## config.mk

```make
export PLATFORM = sky130hd
export DESIGN_NAME = issue_queue_ctrl
export DESIGN_NICKNAME = d
export VERILOG_FILES = /design/src/rtl/issue_queue_pkg.sv /design/src/rtl/iq_age_picker.sv /design/src/rtl/issue_queue_ctrl.sv
export SDC_FILE = /design/constraint.sdc
export NUM_CORES = 1
export LEC_CHECK = 0
export CAP_MARGIN = 10
export CORE_ASPECT_RATIO = 1.2
export CORE_MARGIN = 1.5
export CORE_UTILIZATION = 36
export CTS_CLUSTER_DIAMETER = 40
export DETAILED_ROUTE_END_ITERATION = 16
export PLACE_DENSITY = 0.72
export SLEW_MARGIN = 20
export SYNTH_ARGS = -nofsm -noshare
export SYNTH_HDL_FRONTEND = slang
export SYNTH_HIERARCHICAL = 1
export SYNTH_SLANG_ARGS = --single-unit
```

## constraint.sdc

```tcl
create_clock -name clk -period 2.96 [get_ports clk]
set_input_delay 0.296 -clock clk [delete_from_list [all_inputs] [get_ports clk]]
set_output_delay 0.296 -clock clk [all_outputs]
set_load 0.02 [all_outputs]
```

## src/rtl/issue_queue_pkg.sv

```systemverilog
// rtl/issue_queue_pkg.sv - shared constants, slot type and wakeup helper for the integer issue queue
// Also used by the WAKEUP_BYPASS_EN build of issue_queue_ctrl.
package issue_queue_pkg;

  localparam int IQ_DEPTH     = 4;
  localparam int IQ_TAG_WIDTH = 6;

  typedef logic [IQ_TAG_WIDTH-1:0] iq_tag_t;

  typedef struct packed {
    logic    v;
    logic    r1;
    logic    r2;
    iq_tag_t t1;
    iq_tag_t t2;
  } iq_slot_t;

  // A waiting operand wakes when the broadcast tag matches its source tag.
  function automatic logic cdb_hit(input logic cdb_valid, input iq_tag_t cdb_tag,
                                   input logic rdy, input iq_tag_t tag);
    return cdb_valid & ~rdy & (tag == cdb_tag);
  endfunction

endpackage

```

## src/rtl/iq_age_picker.sv

```systemverilog
// rtl/iq_age_picker.sv - one-hot picker favouring the highest-index (oldest) request
// Purely combinational; sel is all-zero when no request is present.
module iq_age_picker #(
  parameter int DEPTH = 4
) (
  input  logic [DEPTH-1:0] req,
  output logic [DEPTH-1:0] sel,
  output logic             any
);

  always_comb begin
    sel = '0;
    any = 1'b0;
    for (int j = DEPTH - 1; j >= 0; j--) begin
      if (req[j] && !any) begin
        sel[j] = 1'b1;
        any    = 1'b1;
      end
    end
  end

endmodule

```

## src/rtl/issue_queue_ctrl.sv

```systemverilog
// rtl/issue_queue_ctrl.sv - issue queue control: collapsing shift enables, CDB wakeup, oldest-ready issue
// Optional WAKEUP_BYPASS_EN lets the current CDB tag count as ready in the select logic.
module issue_queue_ctrl
  import issue_queue_pkg::*;
#(
  parameter int DEPTH     = IQ_DEPTH,
  parameter int TAG_WIDTH = IQ_TAG_WIDTH
) (
  input  logic                 clk,
  input  logic                 reset,
  input  logic                 dispatch_enable,
  input  logic [TAG_WIDTH-1:0] dispatch_rs1_tag,
  input  logic                 dispatch_rs1_data_val,
  input  logic [TAG_WIDTH-1:0] dispatch_rs2_tag,
  input  logic                 dispatch_rs2_data_val,
  output logic                 dispatch_ready,
  input  logic                 CDB_valid,
  input  logic [TAG_WIDTH-1:0] CDB_tag,
  input  logic                 issue_ready,
  output logic                 issue_valid,
  output logic [DEPTH-1:0]     issue_sel,
  output logic [DEPTH-1:0]     enable_valid,
  output logic [DEPTH-1:0]     enable_opcode,
  output logic [DEPTH-1:0]     enable_rd_tag,
  output logic [DEPTH-1:0]     enable_rs1_tag,
  output logic [DEPTH-1:0]     enable_rs2_tag,
  output logic [DEPTH-1:0]     enable_rs1_data,
  output logic [DEPTH-1:0]     enable_rs2_data,
  output logic [DEPTH-1:0]     enable_rs1_valid,
  output logic [DEPTH-1:0]     enable_rs2_valid,
  output logic [DEPTH-1:0]     sel_rs1,
  output logic [DEPTH-1:0]     sel_rs2,
  output logic                 issueque_full,
  output logic                 issueque_empty
);

  iq_slot_t slot_q [DEPTH];
  iq_slot_t inc    [DEPTH];
  iq_slot_t cand   [DEPTH];
  iq_slot_t nxt    [DEPTH];

  logic [DEPTH-1:0] req, grant, hole, shift, m1, m2, vq;

  // Select sees registered state only, unless bypass folds in the live CDB tag.
  always_comb begin
    req = '0;
    vq  = '0;
    for (int j = 0; j < DEPTH; j++) begin
      vq[j] = slot_q[j].v;
`ifdef WAKEUP_BYPASS_EN
      req[j] = slot_q[j].v
             & (slot_q[j].r1 | (CDB_valid & (slot_q[j].t1 == CDB_tag)))
             & (slot_q[j].r2 | (CDB_valid & (slot_q[j].t2 == CDB_tag)));
`else
      req[j] = slot_q[j].v & slot_q[j].r1 & slot_q[j].r2;
`endif
    end
  end

  iq_age_picker #(.DEPTH(DEPTH)) u_picker (
    .req (req),
    .sel (issue_sel),
    .any (issue_valid)
  );

  assign grant = {DEPTH{issue_valid & issue_ready}} & issue_sel;

  // A slot shifts when it or any older slot is (or is becoming) a hole.
  always_comb begin
    hole  = '0;
    shift = '0;
    for (int j = 0; j < DEPTH; j++) begin
      hole[j] = ~slot_q[j].v | grant[j];
    end
    for (int j = 0; j < DEPTH; j++) begin
      shift[j] = |(hole >> j);
    end
  end

  always_comb begin
    m1 = '0;
    m2 = '0;
    inc[0].v  = dispatch_enable;
    inc[0].r1 = dispatch_rs1_data_val;
    inc[0].r2 = dispatch_rs2_data_val;
    inc[0].t1 = dispatch_rs1_tag;
    inc[0].t2 = dispatch_rs2_tag;
    for (int j = 1; j < DEPTH; j++) begin
      inc[j]   = slot_q[j-1];
      inc[j].v = slot_q[j-1].v & ~grant[j-1];
    end
    // Wakeup is judged on whichever entry will sit in slot j next cycle.
    for (int j = 0; j < DEPTH; j++) begin
      cand[j]   = shift[j] ? inc[j] : slot_q[j];
      m1[j]     = cdb_hit(CDB_valid, CDB_tag, cand[j].r1, cand[j].t1);
      m2[j]     = cdb_hit(CDB_valid, CDB_tag, cand[j].r2, cand[j].t2);
      nxt[j]    = cand[j];
      nxt[j].r1 = cand[j].r1 | m1[j];
      nxt[j].r2 = cand[j].r2 | m2[j];
    end
  end

  always_ff @(posedge clk or negedge reset) begin
    if (!reset) begin
      for (int j = 0; j < DEPTH; j++) begin
        slot_q[j] <= '0;
      end
    end else begin
      for (int j = 0; j < DEPTH; j++) begin
        slot_q[j] <= nxt[j];
      end
    end
  end

  assign enable_valid     = shift;
  assign enable_opcode    = shift;
  assign enable_rd_tag    = shift;
  assign enable_rs1_tag   = shift;
  assign enable_rs2_tag   = shift;
  assign enable_rs1_data  = m1 | shift;
  assign enable_rs2_data  = m2 | shift;
  assign enable_rs1_valid = enable_rs1_data;
  assign enable_rs2_valid = enable_rs2_data;
  assign sel_rs1          = ~m1;
  assign sel_rs2          = ~m2;
  assign dispatch_ready   = shift[0];
  assign issueque_full    = &vq;
  assign issueque_empty   = ~|vq;

endmodule

```

==> out/qor.csv, run 1 <==
stage,metric,value,unit
critical_path,cp-start-kind,flip-flop,
power,p_leak,0.00268,µW
critical_path,crit_top_cell,buf_6,
detailed_routing,totalWireLength,11400,µm
critical_path,cp-end-kind,primary output,
timing,hold_viol_final,0,
timing,period_needed,3450,ps
cells_and_area,nets,518,
timing,fin_crit_sh,1.17,
timing,hold_ws,44.1,ps
die,die_w,92.9,µm
logic_synthesis,yosysUniqueCellTypes,50,
global_routing,grt-ovfl-total,0,
clock_network,cts_buffer_depth,2,
clock_network,tritoncts,built,
die,die_h,111,µm
logic_synthesis,yosys_register_bits,60,
logic_synthesis,synth_fp_nets,356,
critical_path,max_stage_delay,580,ps
status,status,"finished, violations left",
timing,worst_slew_pin_slew,774,ps
critical_path,crit_family,simple AND/OR/NAND/NOR gates,
critical_path,worstPathMaxFanout,6,
die,die_area,10300,µm²
power,power_density,1440,nW/µm²
clock_network,cts-root-buf,clkbuf_16,
critical_path,critPathSlowestCell,or4_4,
detailed_routing,drtAntennaViolNets,0,
logic_synthesis,synthCells,331,
logic_synthesis,synth_edf_count,0,
status,violations,setup timing,
global_routing,first_global_vias,3371,
cells_and_area,fin_cells,620,
timing,rsz0062_at_grt,yes,
placed_design,place_area,4870,µm²
die,initial_core_util,0.369,
timing,setup_viol_count_final,24,
timing,maxSlewViolCount,0,
cells_and_area,design_area,5880,µm²
cells_and_area,drive_gt1_frac,0.491,
critical_path,worst-setup-path-type,flip-flop to primary output,
logic_synthesis,ys_seq_area_frac,0.430,
global_routing,grt_max_degree,34,
clock_network,cts_sinks,60,
die,std_cell_rows,39,
cells_and_area,insertedDiodeCount,0,
timing,maxSlewHeadroom,0.484,
placed_design,dp_hpwl,7260,µm
logic_synthesis,synth_warnings,6,
global_routing,grt_pass1_wl,17100,µm
critical_path,crit_path_cell_trace,"and3_4, or4_4, buf_6, nand3_4, nand2_8, buf_6, mux2i_4, nand2_1, or4_4, or2_1, buf_6",
global_routing,antenna_found_initial,1,
detailed_routing,drtIter0Drc,178,
detailed_routing,avgViaCountPerCell,5.07,
power,totalPowerFinal,8480,µW
global_routing,grt_use_total,0.217,
timing,max_freq,290,MHz
critical_path,critPathRequiredTime,2660,ps
detailed_routing,num_vias,3142,
die,core-area,9470,µm²
detailed_routing,first_pass_iters,5,
clock_network,htree_levels,3,
logic_synthesis,synth.cell_area,3490,µm²
placed_design,placed_cells,565,
run,drv_cap,0,
clock_network,worstSkewPairLatency,330,ps
logic_synthesis,async_flop_share,1.00,
detailed_routing,drc,0,
clock_network,cts.clk_slew.worst_paths,50,ps
timing,skew,7.81,ps
cells_and_area,area_growth,68.4,%
clock_network,holdBufCountCts,0,
critical_path,worst-path-buf-inv,3,
timing,final.setup.worst_slack,-489,ps
detailed_routing,wl_per_cell,18.4,µm
cells_and_area,final.fill_count,718,
logic_synthesis,synth_flop_cell,dfrtp_1,
placed_design,portBuffers,76,
power,ir_worst_vdd,0.000761,V
critical_path,arrival,3150,ps
clock_network,numCtsBuffers,9,
logic_synthesis,syn_avg_cell_area,10.6,µm²
die,io_pins,77,
placed_design,gp_congestion,0.858,
min_path,hp-class,input pin to asynchronous set/reset pin,
==> placed cells by master (no fill, tap or decap), drive strengths merged, types with 3 or more instances in the layout <==
cell type      instances
buf                  136
dfrtp                 60
inv                   37
xnor2                 33
mux2i                 31
clkdlybuf4s50         30
mux2                  22
xor2                  17
nand2                 16
dlygate4sd2           15
clkbuf                15
o21ai                  8
nand3                  8
or2                    7
nor2                   5
nor4                   5
or4                    4
o21bai                 4
nand4                  4
and3                   4
bufinv                 3
nand2b                 3
==> what timing repair did <==
item	CTS	global route
cloned	1	0
pin swaps	26	16
setup endpoints to repair	29	34
buffers inserted	28	12
gates resized for setup	207	39
==> area by class of cell <==
cell class                 instances  area (µm²)  area share
tap                              123         154      0.0262
clock buffer                      10         239      0.0406
multi-input combinational        198        2120       0.361
timing repair buffer             187        1620       0.276
inverter                          37         139      0.0236
sequential                        60        1500       0.255
clock inverter                     5         100      0.0170
==> worst register-to-register path: cells and delay by family (launching register included) <==
kind | cells | cell delay, ps
simple gates | 4 | 930
mux | 1 | 290
xor+xnor | 1 | 240
compound gates | 2 | 310
buf+inv | 4 | 620
flops | 1 | 400
==> state kept, by name (all words and copies together), names as in the netlist <==
name and flops:
inc 42, slot_q 18
==> power by group <==
group	switching, µW	internal, µW
sequential	408	1250
clock	376	837
combinational	2610	2990
total	3400	5080
==> path summary, 6_finish.rpt <==
path,end,start,slack (ps),depth (start not counted)
worst min register to register,slot_q[4]$_DFF_PN0_,slot_q[4]$_DFF_PN0_,510,2
worst max-delay path,sel_rs1[3],slot_q[59]$_DFFE_PN0N_,-490,11
worst min-delay path,inc[33]$_DFF_PN0_,reset,40,1
worst max register to register,inc[27]$_DFF_PN0_,slot_q[59]$_DFFE_PN0N_,60,12
min in group clk,slot_q[4]$_DFF_PN0_,slot_q[4]$_DFF_PN0_,510,2
max in group asynchronous,inc[20]$_DFF_PN0_,reset,2180,2
==> layer usage <==
| metal | vias up | track usage | part of all wire |
|---|---|---|---|
| met5 | - | 0 | 0.0011 |
| met4 | 2 | 0.100 | 0.047 |
| met3 | 51 | 0.0377 | 0.037 |
| met2 | 107 | 0.390 | 0.54 |
| met1 | 1562 | 0.245 | 0.38 |
| li1 | 1420 | - | - |
==> cell usage after synthesis (6+ instances only) <==
| cell type | n | area (µm²) |
|---|---|---|
| dfrtp_1 | 60 | 1500 |
| inv_1 | 34 | 128 |
| xnor2_1 | 33 | 289 |
| mux2i_1 | 30 | 300 |
| buf_4 | 26 | 195 |
| mux2_2 | 17 | 191 |
| xor2_1 | 17 | 149 |
| nand2_1 | 13 | 48.8 |
| nand3_1 | 8 | 40.0 |
| buf_2 | 7 | 35.0 |
| or2_1 | 7 | 43.8 |
| o21ai_1 | 6 | 30.0 |
==> kinds of logic (layout without fill, tap and decap cells) <==
group	count (synthesis)	after routing	share of synthesized area
AOI/OAI and AO/OA	30	30	0.0649
buffers and inverters	74	239	0.112
xor gates and xnor gates	50	50	0.125
DFF	60	60	0.430
and+or+nand+nor	64	65	0.107
muxes	53	53	0.161
==> through the flow <==
stage / TNS, ps / worst slack (ps) / utilization
after floorplan: -217 / -69.9 / -
after global placement: -10710 / -519 / 0.515
after detailed placement: -11930 / -629 / 0.515
after CTS: -7800 / -451 / 0.598
after global routing: -10530 / -575 / 0.621
final: -8670 / -489 / 0.621
(Power assumes the default switching activity.)
==> run 2, diff against run 1 <==
CAP_MARGIN = unset   (was 10)
CTS_CLUSTER_SIZE = 8   (was unset)
==> results of run 2 <==
The final DEF is identical to that of run 1; final timing and power are the same.
